<file path="config.mk">
export PLATFORM = sky130hd
export DESIGN_NAME = button_event_decoder_flat
export DESIGN_NICKNAME = d
export VERILOG_FILES = /design/src/rtl/button_event_decoder_if.sv /design/src/rtl/button_event_decoder.sv /design/src/flat_wrapper.sv
export SDC_FILE = /design/constraint.sdc
export NUM_CORES = 1
export LEC_CHECK = 0
export BUFFER_PORTS_ARGS = -buffer_cell sky130_fd_sc_hd__buf_2
export CAP_MARGIN = 10
export CORE_MARGIN = 2
export CORE_UTILIZATION = 50
export CTS_CLUSTER_DIAMETER = 80
export CTS_CLUSTER_SIZE = 28
export DETAILED_ROUTE_END_ITERATION = 8
export GPL_TIMING_DRIVEN = 0
export PLACE_DENSITY = 0.65
export SYNTH_ARGS = -nofsm -noshare
export SYNTH_HDL_FRONTEND = slang
export SYNTH_SLANG_ARGS = --single-unit
export TNS_END_PERCENT = 5
</file>
<file path="constraint.sdc">
create_clock -name clk -period 4.75 [get_ports clk]
set_clock_uncertainty 0.15 [all_clocks]
set_input_delay 0.2375 -clock clk [delete_from_list [all_inputs] [get_ports clk]]
set_output_delay 0.2375 -clock clk [all_outputs]
set_load 0.01 [all_outputs]
</file>
<file path="src/rtl/button_event_decoder_if.sv">
// Bundle between the debounce stage (master) and the gesture decoder (slave).
// Every event output is a registered pulse, high for exactly one clk cycle. No backpressure.
interface button_event_decoder_if;
  logic       btn_level;
  logic       press_pulse;
  logic       release_pulse;
  logic       short_press;
  logic       long_press;
  logic       double_click;
  logic       held;
  logic [2:0] state;

  modport master (
    output btn_level,
    input  press_pulse, release_pulse, short_press, long_press, double_click, held, state
  );

  modport slave (
    input  btn_level,
    output press_pulse, release_pulse, short_press, long_press, double_click, held, state
  );
endinterface

</file>
<file path="src/rtl/button_event_decoder.sv">
// Turns a debounced button level into press/release/short/long/double-click pulses.
// One shared counter times both the long-hold and the double-click gap.
module button_event_decoder #(
  parameter int LONG_TIME  = 25000000,
  parameter int DOUBLE_GAP = 12500000,
  parameter int CNT_WIDTH  = 25
) (
  input logic                  clk,
  input logic                  reset,
  button_event_decoder_if.slave bus
);

  typedef enum logic [2:0] {
    IDLE      = 3'd0,
    PRESS1    = 3'd1,
    LONG_HOLD = 3'd2,
    WAIT2     = 3'd3,
    PRESS2    = 3'd4
  } state_t;

  localparam logic [CNT_WIDTH-1:0] LONG_LAST = CNT_WIDTH'(LONG_TIME - 1);
  localparam logic [CNT_WIDTH-1:0] GAP_LAST  = CNT_WIDTH'(DOUBLE_GAP - 1);
  localparam logic [CNT_WIDTH-1:0] CNT_ONE   = CNT_WIDTH'(1);

  state_t               state, state_next;
  logic [CNT_WIDTH-1:0] cnt, cnt_next;
  logic                 btn_d;
  logic                 rise, fall;
  logic                 press_d, release_d, short_d, long_d, double_d, held_d;

  assign rise = bus.btn_level & ~btn_d;
  assign fall = ~bus.btn_level & btn_d;

  // btn_d resets high so a button already held at reset must be released first.
  always_ff @(posedge clk) begin
    if (reset) begin
      state             <= IDLE;
      cnt               <= '0;
      btn_d             <= 1'b1;
      bus.press_pulse   <= 1'b0;
      bus.release_pulse <= 1'b0;
      bus.short_press   <= 1'b0;
      bus.long_press    <= 1'b0;
      bus.double_click  <= 1'b0;
      bus.held          <= 1'b0;
    end else begin
      state             <= state_next;
      cnt               <= cnt_next;
      btn_d             <= bus.btn_level;
      bus.press_pulse   <= press_d;
      bus.release_pulse <= release_d;
      bus.short_press   <= short_d;
      bus.long_press    <= long_d;
      bus.double_click  <= double_d;
      bus.held          <= held_d;
    end
  end

  always_comb begin
    state_next = state;
    cnt_next   = cnt;
    case (state)
      IDLE: begin
        if (rise) begin
          state_next = PRESS1;
          cnt_next   = '0;
        end
      end
      PRESS1: begin
        // A fall on the long-press edge counts as a release.
        if (fall) begin
          state_next = WAIT2;
          cnt_next   = '0;
        end else if (cnt == LONG_LAST) begin
          state_next = LONG_HOLD;
          cnt_next   = '0;
        end else begin
          cnt_next = cnt + CNT_ONE;
        end
      end
      LONG_HOLD: begin
        if (fall) begin
          state_next = IDLE;
          cnt_next   = '0;
        end
      end
      WAIT2: begin
        // A second press on the gap-expiry edge still makes a double click.
        if (rise) begin
          state_next = PRESS2;
          cnt_next   = '0;
        end else if (cnt == GAP_LAST) begin
          state_next = IDLE;
          cnt_next   = '0;
        end else begin
          cnt_next = cnt + CNT_ONE;
        end
      end
      PRESS2: begin
        if (fall) begin
          state_next = IDLE;
          cnt_next   = '0;
        end
      end
      default: begin
        state_next = IDLE;
        cnt_next   = '0;
      end
    endcase
  end

  always_comb begin
    press_d   = 1'b0;
    release_d = 1'b0;
    short_d   = 1'b0;
    long_d    = 1'b0;
    double_d  = 1'b0;
    case (state)
      IDLE:      press_d = rise;
      PRESS1: begin
        release_d = fall;
        long_d    = ~fall & (cnt == LONG_LAST);
      end
      LONG_HOLD: release_d = fall;
      WAIT2: begin
        press_d  = rise;
        double_d = rise;
        short_d  = ~rise & (cnt == GAP_LAST);
      end
      PRESS2:    release_d = fall;
      default:   ;
    endcase
    held_d = (state_next == PRESS1) || (state_next == LONG_HOLD) || (state_next == PRESS2);
  end

  assign bus.state = state;

endmodule

</file>
<file path="src/flat_wrapper.sv">
// flat-port wrapper written by rule: the top's interface ports become plain ports
module button_event_decoder_flat 
#(
  parameter int LONG_TIME  = 25000000,
  parameter int DOUBLE_GAP = 12500000,
  parameter int CNT_WIDTH  = 25
)
  (clk, reset, bus_btn_level, bus_press_pulse, bus_release_pulse, bus_short_press, bus_long_press, bus_double_click, bus_held, bus_state);
  button_event_decoder_if bus_i ();
  input logic clk;
  input logic reset;
  input wire logic [$bits(bus_i.btn_level)-1:0] bus_btn_level;
  output wire logic [$bits(bus_i.press_pulse)-1:0] bus_press_pulse;
  output wire logic [$bits(bus_i.release_pulse)-1:0] bus_release_pulse;
  output wire logic [$bits(bus_i.short_press)-1:0] bus_short_press;
  output wire logic [$bits(bus_i.long_press)-1:0] bus_long_press;
  output wire logic [$bits(bus_i.double_click)-1:0] bus_double_click;
  output wire logic [$bits(bus_i.held)-1:0] bus_held;
  output wire logic [$bits(bus_i.state)-1:0] bus_state;
  assign bus_i.btn_level = bus_btn_level;
  assign bus_press_pulse = bus_i.press_pulse;
  assign bus_release_pulse = bus_i.release_pulse;
  assign bus_short_press = bus_i.short_press;
  assign bus_long_press = bus_i.long_press;
  assign bus_double_click = bus_i.double_click;
  assign bus_held = bus_i.held;
  assign bus_state = bus_i.state;
  button_event_decoder #(.LONG_TIME(LONG_TIME), .DOUBLE_GAP(DOUBLE_GAP), .CNT_WIDTH(CNT_WIDTH)) u_core (.clk(clk), .reset(reset), .bus(bus_i));
endmodule
</file>
==> results of run 1 <==
==> per-layer routing <==
| metal | part of all wire | wire length [um] | GRT usage | vias to the layer above |
|---|---|---|---|---|
| li1 | - | - | - | 872 |
| met1 | 0.50 | 2210 | 0.310 | 788 |
| met2 | 0.45 | 2000 | 0.345 | 33 |
| met3 | 0.039 | 175 | 0.0531 | 5 |
| met4 | 0.014 | 61 | 0.0990 | 0 |
| met5 | 0 | 0 | 0 | - |
==> worst paths after layout <==
check / cells after the start / endpoint / slack (ps) / startpoint
setup / recovery: 6 / u_core.cnt[2]$_SDFFE_PP0P_ / 2060 / u_core.cnt[7]$_SDFFE_PP0P_
hold / removal: 3 / u_core.btn_d$_SDFF_PP1_ / 50 / bus_btn_level
setup reg to reg: 6 / u_core.cnt[2]$_SDFFE_PP0P_ / 2060 / u_core.cnt[7]$_SDFFE_PP0P_
hold reg to reg: 2 / u_core.cnt[24]$_SDFFE_PP0P_ / 390 / u_core.cnt[24]$_SDFFE_PP0P_
==> final cells by class <==
cell class	instances	area, um^2
fill	363	1530
multi-input combinational	174	1110
sequential	35	701
clock buffer	6	82.6
buffer	15	75.1
tap	48	60.1
timing repair buffer	10	50.0
clock inverter	2	35.0
inverter	5	18.8
==> cell families (layout without fill, tap and decap cells) <==
group                      after synthesis  in the layout  share of synthesized area
DFF                                     35             35                      0.369
adders and majority gates                1              1                    0.00658
buffers and inverters                   20             38                     0.0494
xor gates and xnor gates                19             19                     0.0876
AOI/OAI and AO/OA                       34             34                      0.121
and+or+nand+nor                        119            119                      0.361
muxes                                    1              1                    0.00527
==> sequential cells by signal, summed over array words and instances (netlist names) <==
name / flops
u_core.bus.held: 1
u_core.bus.long_press: 1
u_core.bus.press_pulse: 1
u_core.bus.double_click: 1
u_core.bus.state: 3
u_core.cnt: 25
u_core.bus.short_press: 1
u_core.btn_d: 1
u_core.bus.release_pulse: 1
==> where the power goes <==
part / internal (mW) / switching [mW]
combinational: 0.0144 / 0.0287
clock: 0.170 / 0.111
sequential: 0.297 / 0.00243
==> worst max-delay path, delay by kind of cell, from the launching register on <==
family / cells / cell delay, ps
simple gates: 3 / 1190
flops: 1 / 380
compound gates: 2 / 570
buf+inv: 1 / 300
==> placed cells by master (no fill, tap or decap), types with 2 or more instances in the layout <==
cell type / instances
a31oi_1: 3
clkbuf_1: 10
a211oi_1: 2
nor2_1: 25
and3_1: 6
nand3b_1: 2
nand3_1: 10
and4_1: 2
nand2b_1: 4
o21ai_0: 3
dfxtp_1: 35
nor2b_1: 2
or3_1: 4
nor4_1: 14
buf_2: 13
nand2_1: 18
buf_6: 2
nor3_1: 9
nor4b_1: 3
and4b_1: 2
clkbuf_8: 6
o21a_1: 2
inv_1: 5
or4_1: 2
xor2_1: 2
xnor2_1: 17
nand4_1: 7
o22ai_1: 5
a21oi_1: 8
==> through the flow <==
stage | setup slack [ps] | cell area [um^2] | total power [mW] | instances | hold WS (ps)
2_1_floorplan | 2470 | 1900 | 0.337 | 229 | 194
3_3_place_gp | 2070 | 2010 | 0.349 | 287 | 346
3_5_place_dp | 2070 | 2010 | 0.349 | 287 | 357
4_1_cts | 2060 | 2130 | 0.631 | 295 | 48.6
5_1_grt | 1830 | 2130 | 0.652 | 295 | 71.4
6_report | 2060 | 2130 | 0.623 | 295 | 53.1
==> impl_metrics.prom, run 1 <==
# TYPE chip_impl_metric gauge
chip_impl_metric{name="port_buffer_count",unit=""} 10
chip_impl_metric{name="postSynth.asyncResetShare",unit=""} 0
chip_impl_metric{name="postLayoutCoreUtil",unit=""} 0.581
chip_impl_metric{name="synth.yosys.warnings",unit=""} 0
chip_impl_metric{name="io_pins",unit=""} 12
chip_impl_metric{name="vias_in_the_first_global_route",unit=""} 1534
chip_impl_metric{name="clock_path_buffers",unit=""} 2
chip_impl_metric{name="clock_latency",unit="ps"} 290
chip_impl_metric{name="synth_area",unit="um^2"} 1900
chip_impl_metric{name="post_route_cells_drive_above_1_share",unit=""} 0.117
chip_impl_metric{name="grt_first_pass_wirelength",unit="um"} 7440
chip_impl_info{name="slowest_cell_on_crit_path",value="or4_1"} 1
chip_impl_metric{name="final-setup-viol-count",unit=""} 0
chip_impl_metric{name="post-cts-setup-buffer-count",unit=""} 0
chip_impl_metric{name="die_h",unit="um"} 65.7
chip_impl_metric{name="cts_hold_buffers",unit=""} 0
chip_impl_metric{name="floorplan.initialDensity",unit=""} 0.519
chip_impl_metric{name="htree_levels",unit=""} 2
chip_impl_info{name="rsz_0062_raised_after_global_routing",value="no"} 1
chip_impl_metric{name="path_max_fanout",unit=""} 10
chip_impl_metric{name="synth.avg_cell_area",unit="um^2"} 8.30
chip_impl_metric{name="post_synth_inst_count",unit=""} 229
chip_impl_metric{name="die_x",unit="um"} 65.7
chip_impl_metric{name="max_cap_viol_count",unit=""} 0
chip_impl_metric{name="ant_nets",unit=""} 0
chip_impl_metric{name="yosysUniqueCellTypes",unit=""} 50
chip_impl_metric{name="worst_ir_drop_vdd",unit="mV"} 0.157
chip_impl_info{name="setup.worst_path.class",value="flop to flop"} 1
chip_impl_metric{name="hold_viol_final",unit=""} 0
chip_impl_metric{name="transition_time_at_the_pin_with_the_least_slew_margin",unit="ps"} 564
chip_impl_metric{name="initial_antenna_violation_count",unit=""} 0
chip_impl_metric{name="synth.ff_latch_count",unit=""} 35
chip_impl_metric{name="critical_path.max_stage_delay",unit="ps"} 620
chip_impl_metric{name="synth-edff-count",unit=""} 0
chip_impl_metric{name="cts_resized",unit=""} 0
chip_impl_metric{name="rows",unit=""} 22
chip_impl_metric{name="syn2layout_area_growth",unit="%"} 12.0
chip_impl_info{name="crit_chain",value="or4_1 > nor4_2 > a21oi_2 > o31ai_2 > buf_2 > nor2_1"} 1
chip_impl_info{name="cts.root.buffer_cell",value="clkbuf_8"} 1
chip_impl_metric{name="globalRouteOverflowTotal",unit=""} 0
chip_impl_info{name="setup.worst_path.start_class",value="flop"} 1
chip_impl_info{name="ys_top_cells_by_count",value="35 x dfxtp_1, 25 x nor2_1, 18 x nand2_1, 17 x xnor2_1, 14 x nor4_1"} 1
chip_impl_metric{name="fmax",unit="MHz"} 371
chip_impl_metric{name="max-slew-margin-rel",unit=""} 0.624
chip_impl_metric{name="combined_global_route_utilization_of_all_metal_layers",unit=""} 0.228
chip_impl_info{name="worst_setup_path_end_kind",value="flop"} 1
chip_impl_info{name="synthDominantAreaCellType",value="dfxtp_1"} 1
chip_impl_info{name="synthMostInstantiatedCell",value="dfxtp_1"} 1
chip_impl_metric{name="design.final.nets",unit=""} 250
chip_impl_metric{name="final_period_minus_worst_setup_slack",unit="ps"} 2690
chip_impl_metric{name="drc_errors",unit=""} 0
chip_impl_metric{name="final.setup.tns",unit="ps"} 0
chip_impl_metric{name="power_leakage",unit="nW"} 0.716
chip_impl_metric{name="via_count",unit=""} 1698
chip_impl_metric{name="worst-endpoint-required",unit="ps"} 4780
chip_impl_metric{name="core_ar",unit="um^2"} 3660
chip_impl_metric{name="post-synth-top-area-fraction",unit=""} 0.369
chip_impl_metric{name="hpwl",unit="um"} 3180
chip_impl_info{name="synth_flop_cell",value="dfxtp_1"} 1
chip_impl_info{name="cts_tree",value="yes"} 1
chip_impl_metric{name="routed_wire_length_per_instance",unit="um"} 15.0
chip_impl_info{name="outcome",value="completed"} 1
chip_impl_metric{name="power_per_cell_area",unit="nW/um^2"} 293
chip_impl_metric{name="cts-buffers-inserted",unit=""} 5
chip_impl_metric{name="worst_setup_hold_path_clk_slew",unit="ps"} 70
chip_impl_metric{name="seq_area_frac_synth",unit=""} 0.369
chip_impl_metric{name="synth_nets",unit=""} 233
chip_impl_metric{name="timing.final.max_slew_violations",unit=""} 0
chip_impl_metric{name="arrival_time_worst_endpoint",unit="ps"} 2720
chip_impl_metric{name="dieArea",unit="um^2"} 4310
chip_impl_info{name="synth_top_cells_by_area",value="dfxtp_1 37%, xnor2_1 7.8%, nor2_1 4.9%"} 1
chip_impl_metric{name="post-route-period-util",unit=""} 0.567
chip_impl_info{name="path_category_of_the_worst_min_delay_check",value="input port to flop"} 1
chip_impl_metric{name="detailedRoute.firstIterationViolations",unit=""} 206
chip_impl_metric{name="grt_start_max_net_pins",unit=""} 12
chip_impl_metric{name="detail_route.wirelength",unit="um"} 4440
chip_impl_metric{name="numClockSinks",unit=""} 35
chip_impl_metric{name="drt-pass1-iter-count",unit=""} 4
chip_impl_metric{name="number_of_inserted_diodes",unit=""} 0
chip_impl_metric{name="finalWeightedCongestion",unit=""} 0.837
chip_impl_metric{name="viasPerCell",unit=""} 5.76
(Power assumes the default switching activity.)
==> inputs of run 2 (changes only) <==
clock period = 2.5 ns   (was 4.75 ns; I/O delays follow)
==> run 2 against run 1 <==
Against the previous run:
- flip-flop and latch count did not move
- register-to-register slack got worse by 2000 ps
- worst hold slack improved by 35 ps
- design area rose by 4.0%
- largest power group unchanged
==> impl_metrics.prom, run 2 (synthesized netlist as in run 1, its figures left out) <==
# TYPE chip_impl_metric gauge
chip_impl_metric{name="max_cap_viol_count",unit=""} 0
chip_impl_metric{name="die_h",unit="um"} 65.7
chip_impl_metric{name="grtUsageMet2",unit=""} 0.347
chip_impl_info{name="setup.worst_path.class",value="flop to flop"} 1
chip_impl_metric{name="hold_viol_final",unit=""} 0
chip_impl_metric{name="hold-path-cell-count",unit=""} 2
chip_impl_metric{name="largest_register_ffs",unit=""} 25
chip_impl_metric{name="globalRouteOverflowTotal",unit=""} 0
chip_impl_metric{name="port_buffer_count",unit=""} 10
chip_impl_metric{name="transition_time_at_the_pin_with_the_least_slew_margin",unit="ps"} 586
chip_impl_metric{name="critical_path.max_stage_delay",unit="ps"} 550
chip_impl_metric{name="number_of_inserted_diodes",unit=""} 0
chip_impl_info{name="rsz_0062_raised_after_global_routing",value="yes"} 1
chip_impl_metric{name="grt_first_pass_wirelength",unit="um"} 7480
chip_impl_metric{name="max-slew-margin-rel",unit=""} 0.609
chip_impl_metric{name="final_period_minus_worst_setup_slack",unit="ps"} 2390
chip_impl_info{name="most_heavily_used_metal_layer_in_global_routing",value="met2"} 1
chip_impl_info{name="largest_register",value="u_core.cnt"} 1
chip_impl_info{name="beginning_of_the_critical_path",value="u_core.cnt[24]$_SDFFE_PP0P_"} 1
chip_impl_metric{name="design.final.nets",unit=""} 252
chip_impl_metric{name="drc_errors",unit=""} 0
chip_impl_metric{name="final_critical_path_setup_slack",unit="ps"} 106
chip_impl_info{name="cts_tree",value="yes"} 1
chip_impl_metric{name="syn2layout_area_growth",unit="%"} 16.5
chip_impl_metric{name="dieArea",unit="um^2"} 4310
chip_impl_metric{name="floorplan.initialDensity",unit=""} 0.519
chip_impl_metric{name="worst-endpoint-required",unit="ps"} 2540
chip_impl_metric{name="clock_latency",unit="ps"} 290
chip_impl_metric{name="viasPerCell",unit=""} 5.79
chip_impl_metric{name="power_per_cell_area",unit="nW/um^2"} 538
chip_impl_metric{name="power_leakage",unit="nW"} 0.735
chip_impl_info{name="rr_startpoint",value="u_core.cnt[24]$_SDFFE_PP0P_"} 1
chip_impl_metric{name="ant_nets",unit=""} 0
chip_impl_metric{name="via_count",unit=""} 1719
chip_impl_metric{name="timing.final.max_slew_violations",unit=""} 0
chip_impl_info{name="worst_setup_path_end_kind",value="flop"} 1
chip_impl_metric{name="depth_of_the_worst_register_to_register_path",unit=""} 6
chip_impl_metric{name="htree_levels",unit=""} 2
chip_impl_metric{name="initial_antenna_violation_count",unit=""} 0
chip_impl_metric{name="drt-pass1-iter-count",unit=""} 4
chip_impl_metric{name="final.setup.tns",unit="ps"} 0
chip_impl_metric{name="worst_setup_hold_path_clk_slew",unit="ps"} 70
chip_impl_metric{name="post-route-period-util",unit=""} 0.958
chip_impl_info{name="commonest_non_fill_non_tap_cell_in_the_layout",value="dfxtp_1"} 1
chip_impl_metric{name="combined_global_route_utilization_of_all_metal_layers",unit=""} 0.229
chip_impl_metric{name="finalWeightedCongestion",unit=""} 0.837
chip_impl_metric{name="routed_wire_length_per_instance",unit="um"} 15.4
chip_impl_metric{name="post_route_cells_drive_above_1_share",unit=""} 0.161
chip_impl_metric{name="hpwl",unit="um"} 3180
chip_impl_metric{name="vias_in_the_first_global_route",unit=""} 1557
chip_impl_info{name="outcome",value="completed"} 1
chip_impl_info{name="crit_chain",value="or4b_4 > nor4_4 > a31oi_2 > buf_2 > or3_1 > and2_1"} 1
chip_impl_metric{name="multi_input_comb_area",unit="um^2"} 1160
chip_impl_info{name="mostFrequentLayoutCells",value="34 x dfxtp_1, 25 x nor2_1, 18 x nand2_1"} 1
chip_impl_metric{name="grt.met3_usage",unit=""} 0.0531
chip_impl_info{name="slowest_cell_on_crit_path",value="or4b_4"} 1
chip_impl_metric{name="core_ar",unit="um^2"} 3660
chip_impl_metric{name="seq_area",unit="um^2"} 702
chip_impl_metric{name="die_x",unit="um"} 65.7
chip_impl_metric{name="io_pins",unit=""} 12
chip_impl_metric{name="numClockSinks",unit=""} 35
chip_impl_metric{name="final-setup-viol-count",unit=""} 0
chip_impl_metric{name="path_max_fanout",unit=""} 10
chip_impl_metric{name="clock_path_buffers",unit=""} 2
chip_impl_metric{name="rows",unit=""} 22
chip_impl_metric{name="layout.filler_cells",unit=""} 347
chip_impl_metric{name="arrival_time_worst_endpoint",unit="ps"} 2440
chip_impl_metric{name="grt_start_max_net_pins",unit=""} 12
chip_impl_metric{name="worst_ir_drop_vdd",unit="mV"} 0.297
chip_impl_metric{name="cp.depth",unit=""} 6
chip_impl_info{name="worst_path_dominant_cell_family",value="simple AND/OR/NAND/NOR gates"} 1
chip_impl_info{name="setup.worst_path.start_class",value="flop"} 1
chip_impl_info{name="layout_top_registers",value="u_core.cnt x25, u_core.bus.state x3"} 1
chip_impl_metric{name="cp_num_buf_inv",unit=""} 1
chip_impl_metric{name="post_place_worst_slack",unit="ps"} -180
chip_impl_metric{name="detailedRoute.firstIterationViolations",unit=""} 163
chip_impl_metric{name="fmax",unit="MHz"} 418
chip_impl_metric{name="cts-buffers-inserted",unit=""} 5
chip_impl_info{name="cts.root.buffer_cell",value="clkbuf_8"} 1
chip_impl_metric{name="global_route.usage.met1",unit=""} 0.311
chip_impl_info{name="path_category_of_the_worst_min_delay_check",value="input port to flop"} 1
chip_impl_info{name="worst_hold_startpoint",value="reset"} 1
chip_impl_metric{name="detail_route.wirelength",unit="um"} 4560
## run 2: cell types whose count changed in the layout (fill, tap and decap cells not counted), sizes merged
cell / change
buf: +1
dlygate4sd3: +1
## run 2: what timing repair did
item                                    4_1_cts  5_1_grt
pin swaps                                     0        2
resized for setup                             4       12
hold buffers                                  1        0
endpoints found under the hold margin         1        0
endpoints found under the setup margin       21       24
buffers inserted                              0        1
## run 2: where the power goes
group | switching [mW] | internal (mW) | total (mW)
Combinational | 0.0578 | 0.0316 | 0.0894
Clock | 0.209 | 0.323 | 0.532
Sequential | 0.00466 | 0.564 | 0.568
## run 2: worst paths after layout
check,end,slack [ps]
max,u_core.bus.state[0]$_SDFF_PP0_,110
min,u_core.bus.state[2]$_SDFF_PP0_,90
max reg2reg,u_core.bus.state[0]$_SDFF_PP0_,110
min reg2reg,u_core.cnt[24]$_SDFFE_PP0P_,390
## run 2: area by class of cell
type | count | share of cell area
Sequential cell | 35 | 0.317
Tap cell | 48 | 0.0271
Inverter | 5 | 0.00848
Timing Repair Buffer | 12 | 0.0305
Clock inverter | 2 | 0.0158
Multi-Input combinational cell | 174 | 0.526
Clock buffer | 6 | 0.0373
Buffer | 15 | 0.0373
## run 2: stage by stage
stage,hold slack [ps],util,total power [mW],instances,instance area [um^2]
floorplan,81.7,-,0.640,229,1900
global placement,233,0.549,0.663,287,2010
detailed placement,245,0.549,0.663,287,2010
CTS,94.1,0.590,1.20,296,2160
global route,146,0.605,1.25,297,2210
finish,88.4,0.605,1.19,297,2210
## run 2: metal layers
layer / share of wire / routed length, um / vias up
met4: 0.020 / 91 / 0
met5: 0 / 0 / -
li1: - / - / 885
met3: 0.048 / 219 / 7
met1: 0.47 / 2160 / 791
met2: 0.46 / 2090 / 36
==> inputs of run 3 (changes only) <==
CELL_PAD_IN_SITES_DETAIL_PLACEMENT = 1   (was unset)
CELL_PAD_IN_SITES_GLOBAL_PLACEMENT = 1   (was unset)
CORE_UTILIZATION = 45   (was 50)
PLACE_DENSITY = 0.75   (was 0.65)
==> run 3 against run 2 <==
Against the previous run:
- combinational power up 3.8%
- die area is 10% higher
- worst setup slack got worse by 12 ps
- non-clock buffer count is 1 lower
==> impl_metrics.prom, run 3 (synthesized netlist as in run 1, its figures left out) <==
# TYPE chip_impl_metric gauge
chip_impl_metric{name="hold_viol_final",unit=""} 0
chip_impl_metric{name="finalWeightedCongestion",unit=""} 0.893
chip_impl_metric{name="grt_start_max_net_pins",unit=""} 11
chip_impl_info{name="setup.worst_path.class",value="flop to flop"} 1
chip_impl_metric{name="drt-pass1-iter-count",unit=""} 4
chip_impl_metric{name="viasPerCell",unit=""} 6.12
chip_impl_info{name="commonest_non_fill_non_tap_cell_in_the_layout",value="dfxtp_1"} 1
chip_impl_metric{name="clock_latency",unit="ps"} 290
chip_impl_info{name="cts.root.buffer_cell",value="clkbuf_8"} 1
chip_impl_metric{name="drc_errors",unit=""} 0
chip_impl_metric{name="max-slew-margin-rel",unit=""} 0.585
chip_impl_metric{name="depth_of_the_worst_register_to_register_path",unit=""} 6
chip_impl_metric{name="power_per_cell_area",unit="nW/um^2"} 496
chip_impl_metric{name="core_ar",unit="um^2"} 4030
chip_impl_info{name="cts_tree",value="yes"} 1
chip_impl_metric{name="hpwl",unit="um"} 4070
chip_impl_metric{name="final-setup-viol-count",unit=""} 0
chip_impl_metric{name="combined_global_route_utilization_of_all_metal_layers",unit=""} 0.255
chip_impl_info{name="layout_top_registers",value="u_core.cnt x25, u_core.bus.state x3"} 1
chip_impl_metric{name="number_of_inserted_diodes",unit=""} 0
chip_impl_metric{name="floorplan.initialDensity",unit=""} 0.472
chip_impl_metric{name="globalRouteOverflowTotal",unit=""} 0
chip_impl_metric{name="power_leakage",unit="nW"} 0.715
chip_impl_metric{name="max_cap_viol_count",unit=""} 0
chip_impl_metric{name="detail_route.wirelength",unit="um"} 5430
chip_impl_metric{name="post-route-period-util",unit=""} 0.962
chip_impl_metric{name="post_route_cells_drive_above_1_share",unit=""} 0.142
chip_impl_metric{name="arrival_time_worst_endpoint",unit="ps"} 2440
chip_impl_metric{name="initial_antenna_violation_count",unit=""} 0
chip_impl_metric{name="worst_ir_drop_vdd",unit="mV"} 0.289
chip_impl_metric{name="postLayoutCoreUtil",unit=""} 0.539
chip_impl_metric{name="die_x",unit="um"} 69.0
chip_impl_metric{name="ant_nets",unit=""} 0
chip_impl_info{name="path_category_of_the_worst_min_delay_check",value="input port to flop"} 1
chip_impl_metric{name="design.final.nets",unit=""} 251
chip_impl_info{name="endpoint",value="u_core.bus.state[0]$_SDFF_PP0_"} 1
chip_impl_info{name="rr_startpoint",value="u_core.cnt[7]$_SDFFE_PP0P_"} 1
chip_impl_metric{name="via_count",unit=""} 1817
chip_impl_metric{name="largest_register_ffs",unit=""} 25
chip_impl_metric{name="dieArea",unit="um^2"} 4760
chip_impl_metric{name="placed_instances",unit=""} 289
chip_impl_info{name="outcome",value="completed"} 1
chip_impl_metric{name="detailedRoute.firstIterationViolations",unit=""} 164
chip_impl_info{name="rsz_0062_raised_after_global_routing",value="no"} 1
chip_impl_metric{name="fmax",unit="MHz"} 416
chip_impl_info{name="worst_setup_path_end_kind",value="flop"} 1
chip_impl_info{name="r2r_end",value="u_core.bus.state[0]$_SDFF_PP0_"} 1
chip_impl_metric{name="hold-path-cell-count",unit=""} 3
chip_impl_metric{name="path_max_fanout",unit=""} 10
chip_impl_metric{name="transition_time_at_the_pin_with_the_least_slew_margin",unit="ps"} 620
chip_impl_info{name="crit_chain",value="or4_4 > nor2_1 > a31oi_4 > buf_2 > or3_1 > and2_1"} 1
chip_impl_info{name="mostFrequentLayoutCells",value="34 x dfxtp_1, 25 x nor2_1, 18 x nand2_1"} 1
chip_impl_info{name="largest_register",value="u_core.cnt"} 1
chip_impl_metric{name="cts-buffers-inserted",unit=""} 5
chip_impl_metric{name="fin_cells",unit=""} 297
chip_impl_metric{name="routed_wire_length_per_instance",unit="um"} 18.3
chip_impl_info{name="worst_hold_startpoint",value="bus_btn_level"} 1
chip_impl_metric{name="timing.final.max_slew_violations",unit=""} 0
chip_impl_metric{name="syn2layout_area_growth",unit="%"} 14.2
chip_impl_metric{name="worst-endpoint-required",unit="ps"} 2530
chip_impl_info{name="slowest_cell_on_crit_path",value="or4_4"} 1
chip_impl_metric{name="reg2reg_setup_slack",unit="ps"} 90
chip_impl_metric{name="htree_levels",unit=""} 2
chip_impl_metric{name="worst_setup_hold_path_clk_slew",unit="ps"} 70
chip_impl_metric{name="numClockSinks",unit=""} 35
chip_impl_info{name="beginning_of_the_critical_path",value="u_core.cnt[7]$_SDFFE_PP0P_"} 1
chip_impl_metric{name="critical_path.max_stage_delay",unit="ps"} 590
chip_impl_metric{name="vias_in_the_first_global_route",unit=""} 1840
chip_impl_metric{name="port_buffer_count",unit=""} 10
chip_impl_metric{name="die_h",unit="um"} 69.0
chip_impl_info{name="setup.worst_path.start_class",value="flop"} 1
chip_impl_metric{name="grt_first_pass_wirelength",unit="um"} 8740
chip_impl_metric{name="rows",unit=""} 23
chip_impl_metric{name="io_pins",unit=""} 12
chip_impl_metric{name="clock_path_buffers",unit=""} 2
chip_impl_metric{name="final_period_minus_worst_setup_slack",unit="ps"} 2410
run 3: through the flow:
step	power, mW	cell area [um^2]	worst slack, ps	TNS [ps]	hold WS, ps
4_1_cts	1.09	2130	-48.3	-732	36.4
3_3_place_gp	0.664	2010	-184	-3380	222
2_1_floorplan	0.640	1900	220	0	81.7
5_1_grt	1.12	2170	4.75	0	75.1
3_5_place_dp	0.668	2010	-210	-3930	261
6_report	1.08	2170	94.1	0	63.8
run 3: final cells by class:
class	instances	area [um^2]
plain buffers	15	82.6
fillers	503	1860
well taps	50	62.6
flip-flops and latches	35	702
clock buffers	6	82.6
multi-input cells	174	1160
repair buffers	11	60.1
clock inverters	1	5.00
inverters	5	18.8
run 3: routing by layer:
| metal | track usage | part of all wire | vias to the layer above |
|---|---|---|---|
| met5 | 0 | 0 | - |
| met4 | 0.132 | 0.021 | 0 |
| met3 | 0.0584 | 0.042 | 11 |
| met2 | 0.447 | 0.50 | 38 |
| met1 | 0.286 | 0.43 | 891 |
| li1 | - | - | 877 |
run 3: worst min-delay path by stage:
stage / endpoint / slack [ps]
2_1_floorplan: u_core.btn_d$_SDFF_PP1_ / 80
3_3_place_gp: u_core.btn_d$_SDFF_PP1_ / 220
3_5_place_dp: u_core.btn_d$_SDFF_PP1_ / 260
4_1_cts: u_core.bus.press_pulse$_SDFF_PP0_ / 40
5_1_grt: u_core.bus.press_pulse$_SDFF_PP0_ / 80
6_report: u_core.bus.press_pulse$_SDFF_PP0_ / 60
run 3: worst max-delay path, delay by kind of cell, from the launching register on:
family / cells / cell delay [ps]
AND/OR/NAND/NOR: 4 / 1400
flip-flops: 1 / 380
buffers and inverters: 1 / 220
AO/OA/AOI/OAI: 1 / 140
run 3: where the power goes:
part / switching [mW] / internal, mW
sequential: 0.00560 / 0.564
combinational: 0.0610 / 0.0318
clock: 0.197 / 0.216
run 3: timing repair:
item | 4_1_cts | 5_1_grt
pin swaps | 0 | 2
setup buffers | 0 | 0
endpoints found under the hold margin | 1 | 0
hold buffers | 1 | 0
endpoints found under the setup margin | 23 | 24
resized for setup | 5 | 9
cloned | 0 | 0
